File: src/rtl/mdio_master.sv
// rtl/mdio_master.sv - MDIO/MDC management master, Clause 22 and optional Clause 45 framing
//
// Serialises one PHY management command per start/ready handshake, MSB first, and returns
// read data with a one-cycle rd_valid strobe.
//
// Ports:
//   clk, rst_n           system clock, synchronous active-low reset
//   start, ready         command handshake (start sampled only while ready=1)
//   clause45, opcode     frame type (ST=00 for C45, ST=01 for C22) and OP field
//   phy_addr, reg_addr   PHYAD/PRTAD and REGAD/DEVAD
//   wr_data              write data, or C45 address for opcode 00
//   no_preamble          skip the preamble for this command
//   cmd_err              one-cycle pulse when an illegal C22 opcode is rejected
//   rd_data, rd_valid    last read result and its one-cycle update strobe
//   mdc                  management clock
//   mdio_out, mdio_oe    serial data and pin drive enable toward the PHY
//   mdio_in              serial data from the PHY pin

module mdio_master #(
    parameter int CLK_DIV       = 4,
    parameter int PREAMBLE_BITS = 32,
    parameter int ENABLE_C45    = 1
) (
    input  logic        clk,
    input  logic        rst_n,
    input  logic        start,
    input  logic        clause45,
    input  logic [1:0]  opcode,
    input  logic [4:0]  phy_addr,
    input  logic [4:0]  reg_addr,
    input  logic [15:0] wr_data,
    input  logic        no_preamble,
    output logic        ready,
    output logic        cmd_err,
    output logic [15:0] rd_data,
    output logic        rd_valid,
    output logic        mdc,
    output logic        mdio_out,
    output logic        mdio_oe,
    input  logic        mdio_in
);

    localparam int              DIV_W    = (CLK_DIV < 1) ? 1 : $clog2(CLK_DIV + 1);
    localparam logic [DIV_W-1:0] DIV_LAST = DIV_W'(CLK_DIV - 1);
    localparam logic [5:0]      PRE_LAST = (PREAMBLE_BITS > 0) ? 6'(PREAMBLE_BITS - 1) : 6'd0;
    localparam bit              HAS_PRE  = (PREAMBLE_BITS > 0);

    typedef enum logic [2:0] {
        S_IDLE,
        S_PRE,
        S_HDR,
        S_TA,
        S_DATA,
        S_IDLE_BIT
    } state_t;

    state_t           state_q, state_d;
    logic [5:0]       bit_cnt_q, bit_cnt_d;
    logic [DIV_W-1:0] div_cnt_q;
    logic [15:0]      shift_q;

    logic             cmd_c45_q;
    logic [1:0]       cmd_op_q;
    logic [4:0]       cmd_phy_q;
    logic [4:0]       cmd_reg_q;
    logic [15:0]      cmd_wd_q;

    logic             c45_in;
    logic             cmd_ok;
    logic             accept;
    logic             bit_end;

    logic             cur_c45;
    logic [1:0]       cur_op;
    logic [4:0]       cur_phy;
    logic [4:0]       cur_reg;
    logic [15:0]      cur_wd;
    logic [13:0]      hdr;
    logic             nxt_out;
    logic             nxt_oe;

    assign ready   = (state_q == S_IDLE);
    assign c45_in  = (ENABLE_C45 != 0) ? clause45 : 1'b0;
    assign cmd_ok  = c45_in || (opcode == 2'b01) || (opcode == 2'b10);
    assign accept  = start && ready;
    // A bit ends on the clk where mdc falls back to 0.
    assign bit_end = (state_q != S_IDLE) && mdc && (div_cnt_q == DIV_LAST);

    // Next-state and next-bit selection
    always_comb begin
        state_d   = state_q;
        bit_cnt_d = bit_cnt_q;
        case (state_q)
            S_IDLE: begin
                if (accept && cmd_ok) begin
                    state_d   = (HAS_PRE && !no_preamble) ? S_PRE : S_HDR;
                    bit_cnt_d = 6'd0;
                end
            end
            S_PRE: begin
                if (bit_end) begin
                    if (bit_cnt_q == PRE_LAST) begin
                        state_d   = S_HDR;
                        bit_cnt_d = 6'd0;
                    end else begin
                        bit_cnt_d = bit_cnt_q + 6'd1;
                    end
                end
            end
            S_HDR: begin
                if (bit_end) begin
                    if (bit_cnt_q == 6'd13) begin
                        state_d   = S_TA;
                        bit_cnt_d = 6'd0;
                    end else begin
                        bit_cnt_d = bit_cnt_q + 6'd1;
                    end
                end
            end
            S_TA: begin
                if (bit_end) begin
                    if (bit_cnt_q == 6'd1) begin
                        state_d   = S_DATA;
                        bit_cnt_d = 6'd0;
                    end else begin
                        bit_cnt_d = bit_cnt_q + 6'd1;
                    end
                end
            end
            S_DATA: begin
                if (bit_end) begin
                    if (bit_cnt_q == 6'd15) begin
                        state_d   = S_IDLE_BIT;
                        bit_cnt_d = 6'd0;
                    end else begin
                        bit_cnt_d = bit_cnt_q + 6'd1;
                    end
                end
            end
            S_IDLE_BIT: begin
                if (bit_end) begin
                    state_d   = S_IDLE;
                    bit_cnt_d = 6'd0;
                end
            end
            default: begin
                state_d   = S_IDLE;
                bit_cnt_d = 6'd0;
            end
        endcase
    end

    // Pin value for the bit that starts when state_d/bit_cnt_d take effect. On the accept
    // cycle the command is not latched yet, so the live inputs supply the first bit.
    always_comb begin
        cur_c45 = cmd_c45_q;
        cur_op  = cmd_op_q;
        cur_phy = cmd_phy_q;
        cur_reg = cmd_reg_q;
        cur_wd  = cmd_wd_q;
        if (state_q == S_IDLE) begin
            cur_c45 = c45_in;
            cur_op  = opcode;
            cur_phy = phy_addr;
            cur_reg = reg_addr;
            cur_wd  = wr_data;
        end
        hdr     = {(cur_c45 ? 2'b00 : 2'b01), cur_op, cur_phy, cur_reg};
        nxt_out = 1'b1;
        nxt_oe  = 1'b0;
        case (state_d)
            S_PRE: begin
                nxt_oe = 1'b1;
            end
            S_HDR: begin
                nxt_oe  = 1'b1;
                nxt_out = hdr[4'd13 - bit_cnt_d[3:0]];
            end
            S_TA: begin
                if (!cur_op[1]) begin
                    nxt_oe  = 1'b1;
                    nxt_out = (bit_cnt_d == 6'd0);
                end
            end
            S_DATA: begin
                if (!cur_op[1]) begin
                    nxt_oe  = 1'b1;
                    nxt_out = cur_wd[4'd15 - bit_cnt_d[3:0]];
                end
            end
            default: begin
                nxt_out = 1'b1;
                nxt_oe  = 1'b0;
            end
        endcase
    end

    always_ff @(posedge clk) begin
        if (!rst_n) begin
            state_q   <= S_IDLE;
            bit_cnt_q <= 6'd0;
            div_cnt_q <= '0;
            shift_q   <= 16'd0;
            cmd_c45_q <= 1'b0;
            cmd_op_q  <= 2'b00;
            cmd_phy_q <= 5'd0;
            cmd_reg_q <= 5'd0;
            cmd_wd_q  <= 16'd0;
            mdc       <= 1'b0;
            mdio_out  <= 1'b1;
            mdio_oe   <= 1'b0;
            cmd_err   <= 1'b0;
            rd_data   <= 16'd0;
            rd_valid  <= 1'b0;
        end else begin
            state_q   <= state_d;
            bit_cnt_q <= bit_cnt_d;
            cmd_err   <= 1'b0;
            rd_valid  <= 1'b0;
            if (state_q == S_IDLE) begin
                div_cnt_q <= '0;
                mdc       <= 1'b0;
                if (accept) begin
                    if (cmd_ok) begin
                        cmd_c45_q <= c45_in;
                        cmd_op_q  <= opcode;
                        cmd_phy_q <= phy_addr;
                        cmd_reg_q <= reg_addr;
                        cmd_wd_q  <= wr_data;
                        mdio_out  <= nxt_out;
                        mdio_oe   <= nxt_oe;
                    end else begin
                        cmd_err <= 1'b1;
                    end
                end
            end else if (div_cnt_q == DIV_LAST) begin
                div_cnt_q <= '0;
                mdc       <= ~mdc;
                if (!mdc) begin
                    // mdc rising: capture read data
                    if (state_q == S_DATA && cmd_op_q[1]) begin
                        shift_q <= {shift_q[14:0], mdio_in};
                    end
                end else begin
                    // mdc falling: present the next bit
                    mdio_out <= nxt_out;
                    mdio_oe  <= nxt_oe;
                    if (state_q == S_IDLE_BIT && cmd_op_q[1]) begin
                        rd_data  <= shift_q;
                        rd_valid <= 1'b1;
                    end
                end
            end else begin
                div_cnt_q <= div_cnt_q + DIV_W'(1);
            end
        end
    end

endmodule
File: config.mk
export PLATFORM = sky130hd
export DESIGN_NAME = mdio_master
export DESIGN_NICKNAME = d
export VERILOG_FILES = /design/src/rtl/mdio_master.sv
export SDC_FILE = /design/constraint.sdc
export NUM_CORES = 1
export LEC_CHECK = 0
export CORE_MARGIN = 2
export CORE_UTILIZATION = 45
export CTS_CLUSTER_SIZE = 14
export DETAILED_ROUTE_END_ITERATION = 6
export GPL_ROUTABILITY_DRIVEN = 0
export PLACE_DENSITY = 0.68
export SLEW_MARGIN = 0
export SYNTH_ARGS = -nofsm -noshare
export SYNTH_HDL_FRONTEND = slang
export SYNTH_SLANG_ARGS = --single-unit
File: constraint.sdc
create_clock -name clk -period 3.6 [get_ports clk]
set_input_delay 0.72 -clock clk [delete_from_list [all_inputs] [get_ports clk]]
set_output_delay 0.72 -clock clk [all_outputs]
set_load 0.1 [all_outputs]
Word-level counts from Yosys, hierarchy flattened
Index checks and enable logic that the tools add are counted. W data, S select, Z words.

Flip-flop bits (word level): 78. Input port bits: 34. Output and inout port bits: 22. Logic and storage cells: 116.

$add $sub $neg: 4. Magnitude comparators: 2. Eq/ne operators: 18. Mux-type cells: 50. Bitwise operators: 4. Reduce and logical (&&, ||, !) cells: 23.

Operators with widths (count): $mux W6 (10); $pmux W6 S6 (1); $mux W3 (10); $mux W1 (19); $pmux W3 S6 (1); $mux W16 (1); $eq A3 B2 Y1 const B (5); $eq A6 B4 Y1 const B (2); $reduce_and A4 Y1 (3); $lt A4 B5 Y1 const B (2); $mux W5 (2); $eq A3 B3 Y1 const B (3); $bmux W1 S4 (2); $sub A4 B4 Y4 const A (2); $add A6 B1 Y6 const B (1); $eq A3 B1 Y1 const B (2); $eq A6 B1 Y1 const B (1); $eq A6 B5 Y1 const B (1); $logic_and A1 B1 Y1 (6); $logic_not A6 Y1 (1); $reduce_and A3 Y1 (2); $reduce_or A2 Y1 (3); $mux W2 (2); $ne A2 B1 Y1 const B (2); other kinds (12) (17).

Longest topological paths before layout
Gate-level depths: netlist (run 1).

Depth in word-level cells: 14. Depth in mapped cells: 17. Gate-level depth less buffers: 16.

Worst setup path after synthesis (run 1)
OpenSTA, ideal clock, no wires.

Path kind: register -> register. From: register mdc. To: register mdio_out. Library setup time: 0.135 ns. Arrival: 3.380 ns. Data required time: 3.465 ns. Setup slack: 0.085 ns. Stages on the path, launching flop included: 13. Path buffers: 2. Period minus slack after synthesis: 3.515 ns. Path through: dfxtp_1 > and2_1 > clkbuf_1 > nand4_1 > and3_1 > nor3_4 > inv_1 > buf_2 > ha_1 > xnor2_1 > nor3_1 > o311ai_1 > o211ai_2.

Cells in the longest elaborated chain, start to end: 12. Elaborated cells between the ends (all ways): 34. Classes of those cells: add/sub: 2; eq/ne: 3; mux: 24; reduce/logical: 5.

Ends and longest elaborated chain: start: declaration (RTL line 37) `output logic mdc,`; start signal: assignment (RTL line 238) `mdc <= ~mdc;`; $logic_and A1 B1 Y1 * (2 in a row) (RTL line 87) `assign bit_end = (state_q != S_IDLE) && mdc && (div_cnt_q == DIV_LAST);`; $mux W6, on equally long branches; $pmux W6 S6 * (RTL line 93) `case (state_q)`; net bit_cnt_d[1] (RTL line 58) `logic [5:0] bit_cnt_q, bit_cnt_d;`; $sub A4 B4 Y4 (RTL line 188) `nxt_out = cur_wd[4'd15 - bit_cnt_d[3:0]];`; $bmux W1 S4 (RTL line 188); $mux W1 (implied by the code) (RTL line 188); $mux W1 (RTL line 186) `if (!cur_op[1]) begin`; $pmux W1 S3 * (RTL line 171) `case (state_d)`; $mux W1, on equally long branches (RTL line 239, 224); $mux W1, on equally long branches (RTL line 236, 223); $mux W1 * (RTL line 220) `if (state_q == S_IDLE) begin`; end signal: assignment (RTL line 230) `mdio_out <= nxt_out;`; end signal: assignment (RTL line 246) `mdio_out <= nxt_out;`; end: declaration (RTL line 38) `output logic mdio_out,`.

Mark *: on every way through the listed nets, which the timed path passes. The rest lies on a longest branch. The select of a mux whose other input is x is not followed. A chain may end at the register's enable or synchronous reset.

Worst setup path in the final report (run 1)
From: register div_cnt_q[0]. To: register mdio_out.

Cells in the longest elaborated chain, start to end: 12. Elaborated cells between the ends (all ways): 34. Classes of those cells: add/sub: 2; eq/ne: 4; mux: 24; reduce/logical: 4.

Ends and longest elaborated chain: start: declaration (RTL line 59) `logic [DIV_W-1:0] div_cnt_q;`; start signal: assignment (RTL line 254) `div_cnt_q <= div_cnt_q + DIV_W'(1);`; $eq A3 B2 Y1 * (RTL line 87, 236); $logic_and A1 B1 Y1 (RTL line 87); $mux W6, on equally long branches; $pmux W6 S6 (RTL line 93); $sub A4 B4 Y4 (RTL line 188); $bmux W1 S4 (RTL line 188); $mux W1 (implied by the code) (RTL line 188); $mux W1 (RTL line 186); $pmux W1 S3 (RTL line 171); $mux W1, on equally long branches (RTL line 239, 224); $mux W1, on equally long branches (RTL line 236, 223); $mux W1 (RTL line 220).

Mark *: on every way between the ends. The rest lies on a longest branch, timed or not. The select of a mux whose other input is x is not followed.

==> results.sh, run 1 <==
export IMPL_finalWirelength_mm=10.2
export IMPL_drv_cap=0
export IMPL_cts_sinks=78
export IMPL_worstHoldPathType="reg -> reg"
export IMPL_dpl_hpwl_mm=7.15
export IMPL_outcome="finished, final reports clean"
export IMPL_power_density_nw_per_um2=372
export IMPL_coreArea_um2=8680
export IMPL_ys_seq_area_frac=0.389
export IMPL_final_area_um2=4850
export IMPL_ys_ff_latch=78
export IMPL_dieArea_um2=9690
export IMPL_grt_pass1_vias=3505
export IMPL_place_port_buffers=55
export IMPL_multiInputGateArea_um2=2270
export IMPL_die_x_um=98.4
export IMPL_slew_headroom=0.341
export IMPL_worstPathRequired_ns=3.82
export IMPL_reg2reg_depth=12
export IMPL_synth_edf_count=0
export IMPL_tns_ns=0
export IMPL_area_growth_pct=20.8
export IMPL_postCtsHoldBufs=0
export IMPL_grtUsageMet2=0.343
export IMPL_grt_max_degree=69
export IMPL_cts_tree="done"
export IMPL_busiest_layer="met2"
export IMPL_netlist_area_um2=4010
export IMPL_synth_distinct_cells=70
export IMPL_cts_root_buffer="clkbuf_8"
export IMPL_vias=3723
export IMPL_post_cts_resized=0
export IMPL_final_nets=577
export IMPL_dpl_cell_area_um2=4670
export IMPL_final_max_slew_viol_count=0
export IMPL_cts_buffer_depth=2
export IMPL_diodes=0
export IMPL_synthCells=487
export IMPL_seqCellArea_um2=1560
export IMPL_met1_usage=0.277
export IMPL_fin_crit_sh=0.912
export IMPL_synthArstFlopShare=0
export IMPL_whs_path_depth=1
export IMPL_drc_errors=0
export IMPL_yosys_area_top_type_share=0.389
export IMPL_io_pins=56
export IMPL_met3_usage=0.0440
export IMPL_synth_top_area_cell="dfxtp_1"
export IMPL_period_minus_slack_ns=3.28
export IMPL_cp_end_kind="flop"
export IMPL_dr_pass1_iters=5
export IMPL_ant_nets=0
export IMPL_rows=34
export IMPL_synth_common_cells="118 x nand2_1, 78 x dfxtp_1, 57 x a21oi_1"
export IMPL_synth_avg_cell_area_um2=8.24
export IMPL_crit_type="reg -> reg"
export IMPL_fmax_mhz=304
export IMPL_vias_per_cell=5.72
export IMPL_startpoint_type="flop"
export IMPL_clkLatencyLatePin_ns=0.35
export IMPL_wl_per_cell_um=15.6
export IMPL_drive_gt1_frac=0.0921
export IMPL_antenna_found_initial=0
export IMPL_nFillCells=836
export IMPL_synthTopCellsByArea="dfxtp_1 39%, nand2_1 11%, mux2i_1 7.5%"
export IMPL_syn_nets=526
export IMPL_ir_drop_mv=0.218
export IMPL_htreeDepth=3
export IMPL_synthFlopType="dfxtp_1"
export IMPL_cts_setup_buffers=0
export IMPL_final_hold_violation_count=0
export IMPL_hp_start="div_cnt_q[0]"
export IMPL_grt_pass1_wl_mm=16.6
export IMPL_power_leakage_nw=1.94
export IMPL_initial_core_util=0.462
export IMPL_grtUsageTotal=0.209
export IMPL_numCtsBuffers=9
export IMPL_tightestPinTransition_ns=0.985
export IMPL_r2r_start="div_cnt_q[0]"
export IMPL_fin_skew_ns=0.00895
export IMPL_critPathLaunch="div_cnt_q[0]"
export IMPL_dieHeight_um=98.4
export IMPL_worstPathMaxFanout=9
export IMPL_rsz0062_at_grt="false"
export IMPL_critical_path_arrival_ns=3.50
export IMPL_yosysWarnings=0
export IMPL_overflow=0
export IMPL_yosysMostFrequentCell="nand2_1"
export IMPL_clkSlewWorstSetupHoldPaths_ns=0.09
export IMPL_setup_viol=0
export IMPL_drt_iter0_drc=277
[power breakdown]
part | internal [mW] | switching, mW
clock | 0.260 | 0.358
sequential | 0.890 | 0.0194
combinational | 0.109 | 0.167
total | 1.26 | 0.545
[worst paths after layout]
kind             endpoint  slack (ns)
max              mdio_out        0.32
min          div_cnt_q[0]        0.44
max reg2reg      mdio_out        0.32
min reg2reg  div_cnt_q[0]        0.44
[layer usage]
layer  vias to the layer above  share of wire  routed length (um)
li1                       1822              -                   -
met1                      1743           0.45                4540
met2                       134           0.47                4750
met3                        24          0.061                 621
met4                         0          0.025                 251
met5                         -              0                   0
[critical path: stages (launching register included)]
cell and delay [ns]:
dfxtp_1 0.35, ha_1 0.15, ha_1 0.33, and2_1 0.34
nand4_1 0.24, and3_1 0.29, nor3_4 0.20, inv_1 0.18
ha_1 0.24, xnor2_1 0.28, nor3_1 0.10, o311ai_1 0.34
o211ai_2 0.13
[kinds of logic after synthesis]
group / count (synthesis) / share of synthesized area
DFF: 78 / 0.389
adders and majority gates: 5 / 0.0156
AOI/OAI and AO/OA: 111 / 0.192
xor gates and xnor gates: 3 / 0.00655
and+or+nand+nor: 216 / 0.245
muxes: 35 / 0.107
buffers and inverters: 39 / 0.0446
[layout by cell type (no fill, tap or decap), drive strengths merged, types with 4 or more instances in the layout]
| cell type | instances |
|---|---|
| o211ai | 4 |
| inv | 10 |
| nor2 | 37 |
| mux4 | 5 |
| ha | 5 |
| a21oi | 57 |
| o31ai | 4 |
| o21ai | 10 |
| nand3 | 7 |
| dfxtp | 78 |
| clkbuf | 9 |
| o311ai | 4 |
| nor2b | 4 |
| nand2 | 118 |
| nand2b | 6 |
| and3 | 6 |
| nand4 | 5 |
| mux2i | 30 |
| clkdlybuf4s50 | 53 |
| buf | 18 |
| and2 | 7 |
| nor3 | 11 |
[flip-flops by register name, summed over array words and instances, names as in the netlist, 3 cells and up]
name / flops
bit_cnt_q: 6
cmd_phy_q: 5
cmd_reg_q: 5
cmd_wd_q: 16
div_cnt_q: 3
rd_data: 16
shift_q: 16
state_q: 3
[area by class of cell]
type                    count  share of cell area
multi-input cells         370               0.469
flip-flops and latches     78               0.322
repair buffers             71               0.137
well taps                 108              0.0279
clock buffers               9              0.0255
clock inverters             7              0.0119
inverters                   8             0.00671
[per-stage QoR]
stage | hold slack [ns] | cells | utilization | setup WS, ns | total power, mW
after floorplan | 0.404 | 487 | - | 0.0846 | 1.10
after global placement | 0.415 | 635 | 0.538 | 0.125 | 1.20
after detailed placement | 0.426 | 635 | 0.538 | 0.0648 | 1.20
after CTS | 0.439 | 651 | 0.559 | 0.332 | 1.82
after global routing | 0.459 | 651 | 0.559 | 0.0300 | 1.88
final | 0.437 | 651 | 0.559 | 0.316 | 1.80
No activity file was read; power rests on OpenSTA's default activity.
==> run 2: changes to the inputs <==
- TNS_END_PERCENT: default -> 50
==> results of run 2 <==
The final DEF is identical to that of run 1; final timing and power are the same.
==> run 3: changes to the inputs <==
- CORE_UTILIZATION: 45 -> 40
- PLACE_DENSITY: 0.68 -> default
==> results.sh, run 3 (synthesized netlist as in run 1, its figures left out) <==
export IMPL_ant_nets=0
export IMPL_tightestPinTransition_ns=1.08
export IMPL_rows=36
export IMPL_critPathCapture="mdio_out"
export IMPL_slew_headroom=0.275
export IMPL_reg_largest_list="cmd_wd_q: 16 flops, rd_data: 16 flops, shift_q: 16 flops"
export IMPL_cts_root_buffer="clkbuf_8"
export IMPL_most_common_layout_cells="118 x nand2_1, 78 x dfxtp_1, 57 x a21oi_1"
export IMPL_coreArea_um2=9770
export IMPL_multiInputGateArea_um2=2270
export IMPL_cts_buffer_depth=2
export IMPL_holdWs_ns=0.434
export IMPL_htreeDepth=3
export IMPL_ir_drop_mv=0.205
export IMPL_power_density_nw_per_um2=395
export IMPL_finalWirelength_mm=10.2
export IMPL_grtUsageTotal=0.195
export IMPL_hp_start="div_cnt_q[0]"
export IMPL_cp_end_kind="flop"
export IMPL_startpoint_type="flop"
export IMPL_drv_cap=0
export IMPL_fin_crit_sh=0.907
export IMPL_grt_pass1_vias=3418
export IMPL_worstHoldPathType="reg -> reg"
export IMPL_worstPathMaxFanout=9
export IMPL_grt_pass1_wl_mm=17.3
export IMPL_timing_rr_end="mdio_out"
export IMPL_outcome="finished, final reports clean"
export IMPL_dpl_hpwl_mm=7.22
export IMPL_seqCellArea_um2=1560
export IMPL_place_port_buffers=55
export IMPL_numCtsBuffers=9
export IMPL_nFillCells=981
export IMPL_drive_gt1_frac=0.0939
export IMPL_clkLatencyLatePin_ns=0.35
export IMPL_initial_core_util=0.411
export IMPL_reg2reg_depth=12
export IMPL_crit_type="reg -> reg"
export IMPL_vias=3694
export IMPL_antenna_found_initial=0
export IMPL_area_growth_pct=22.8
export IMPL_rsz0062_at_grt="false"
export IMPL_drc_errors=0
export IMPL_setup_viol=0
export IMPL_dieArea_um2=10800
export IMPL_power_share_clock=0.389
export IMPL_dr_pass1_iters=5
export IMPL_power_frac_seq=0.468
export IMPL_fmax_mhz=306
export IMPL_p_switching_mw=0.544
export IMPL_final_nets=577
export IMPL_diodes=0
export IMPL_worstPathRequired_ns=3.82
export IMPL_cts_sinks=78
export IMPL_comb_power_share=0.143
export IMPL_clkSlewWorstSetupHoldPaths_ns=0.08
export IMPL_grt_max_degree=69
export IMPL_fin_skew_ns=0.0100
export IMPL_final_max_slew_viol_count=0
export IMPL_power_leakage_nw=1.97
export IMPL_die_x_um=104
export IMPL_wl_per_cell_um=15.2
export IMPL_overflow=0
export IMPL_final_common_cell="nand2_1"
export IMPL_tns_ns=0
export IMPL_internal_power_mw=1.40
export IMPL_critical_path_arrival_ns=3.49
export IMPL_io_pins=56
export IMPL_postCtsHoldBufs=0
export IMPL_ff2ff_setup_slack_ns=0.33
export IMPL_final_hold_violation_count=0
export IMPL_switching_share=0.280
export IMPL_dieHeight_um=104
export IMPL_cts_tree="done"
export IMPL_r2r_start="div_cnt_q[0]"
export IMPL_period_minus_slack_ns=3.27
export IMPL_vias_per_cell=5.46
export IMPL_critPathLaunch="div_cnt_q[0]"
export IMPL_drt_iter0_drc=262
run 3: changes by cell type in the layout (fill, tap and decap cells not counted), sizes merged:
cell      delta
clkinvlp     -1
bufinv       +2
clkinv       -1
run 3: stage by stage:
step	instances	util	setup slack, ns	instance area (um^2)	power, mW
final	676	0.504	0.333	4930	1.94
after global routing	676	0.504	0.0548	4930	2.03
after CTS	676	0.504	0.263	4930	1.97
after detailed placement	660	0.481	0.116	4700	1.20
after global placement	660	0.481	0.192	4700	1.20
after floorplan	487	-	0.0846	4010	1.10
run 3: cell type report:
type                    count  area share
well taps                 133      0.0338
multi-input cells         370       0.461
repair buffers             71       0.135
clock inverters             7      0.0211
inverters                   8     0.00660
flip-flops and latches     78       0.317
clock buffers               9      0.0251
run 3: worst min-delay path by stage:
stage	to	slack, ns	cells after the start
2_1_floorplan	div_cnt_q[0]	0.40	1
3_3_place_gp	div_cnt_q[0]	0.41	1
3_5_place_dp	div_cnt_q[0]	0.43	1
4_1_cts	div_cnt_q[0]	0.44	1
5_1_grt	div_cnt_q[0]	0.46	1
6_report	div_cnt_q[0]	0.43	1
run 3: layer usage:
metal	routed length (um)	vias to the layer above	track usage
met2	4610	129	0.296
met1	4750	1723	0.276
met4	224	0	0.0792
met3	657	16	0.0313
li1	-	1826	-
met5	0	-	0
run 3: critical path: stages, from the launching register on:
cell and delay (ns):
dfxtp_1 0.34, ha_1 0.15, ha_1 0.32, and2_2 0.29, nand4_1 0.23, and3_1 0.30
nor3_4 0.21, inv_1 0.16, ha_1 0.22, xnor2_1 0.30, nor3_1 0.11, o311ai_1 0.37
o211ai_2 0.12
run 3: power groups by stage:
stage          Clock (mW)  Sequential [mW]  Combinational, mW
6_report            0.756            0.910              0.278
5_1_grt             0.818            0.913              0.303
4_1_cts             0.782            0.910              0.276
2_1_floorplan           0            0.940              0.164
3_5_place_dp            0            0.930              0.274
3_3_place_gp            0            0.930              0.272
run 3: timing repair:
action | in CTS | in global routing
endpoints found under the setup margin | 0 | 1
gates resized for setup | 0 | 1
buffers inserted | 0 | 0
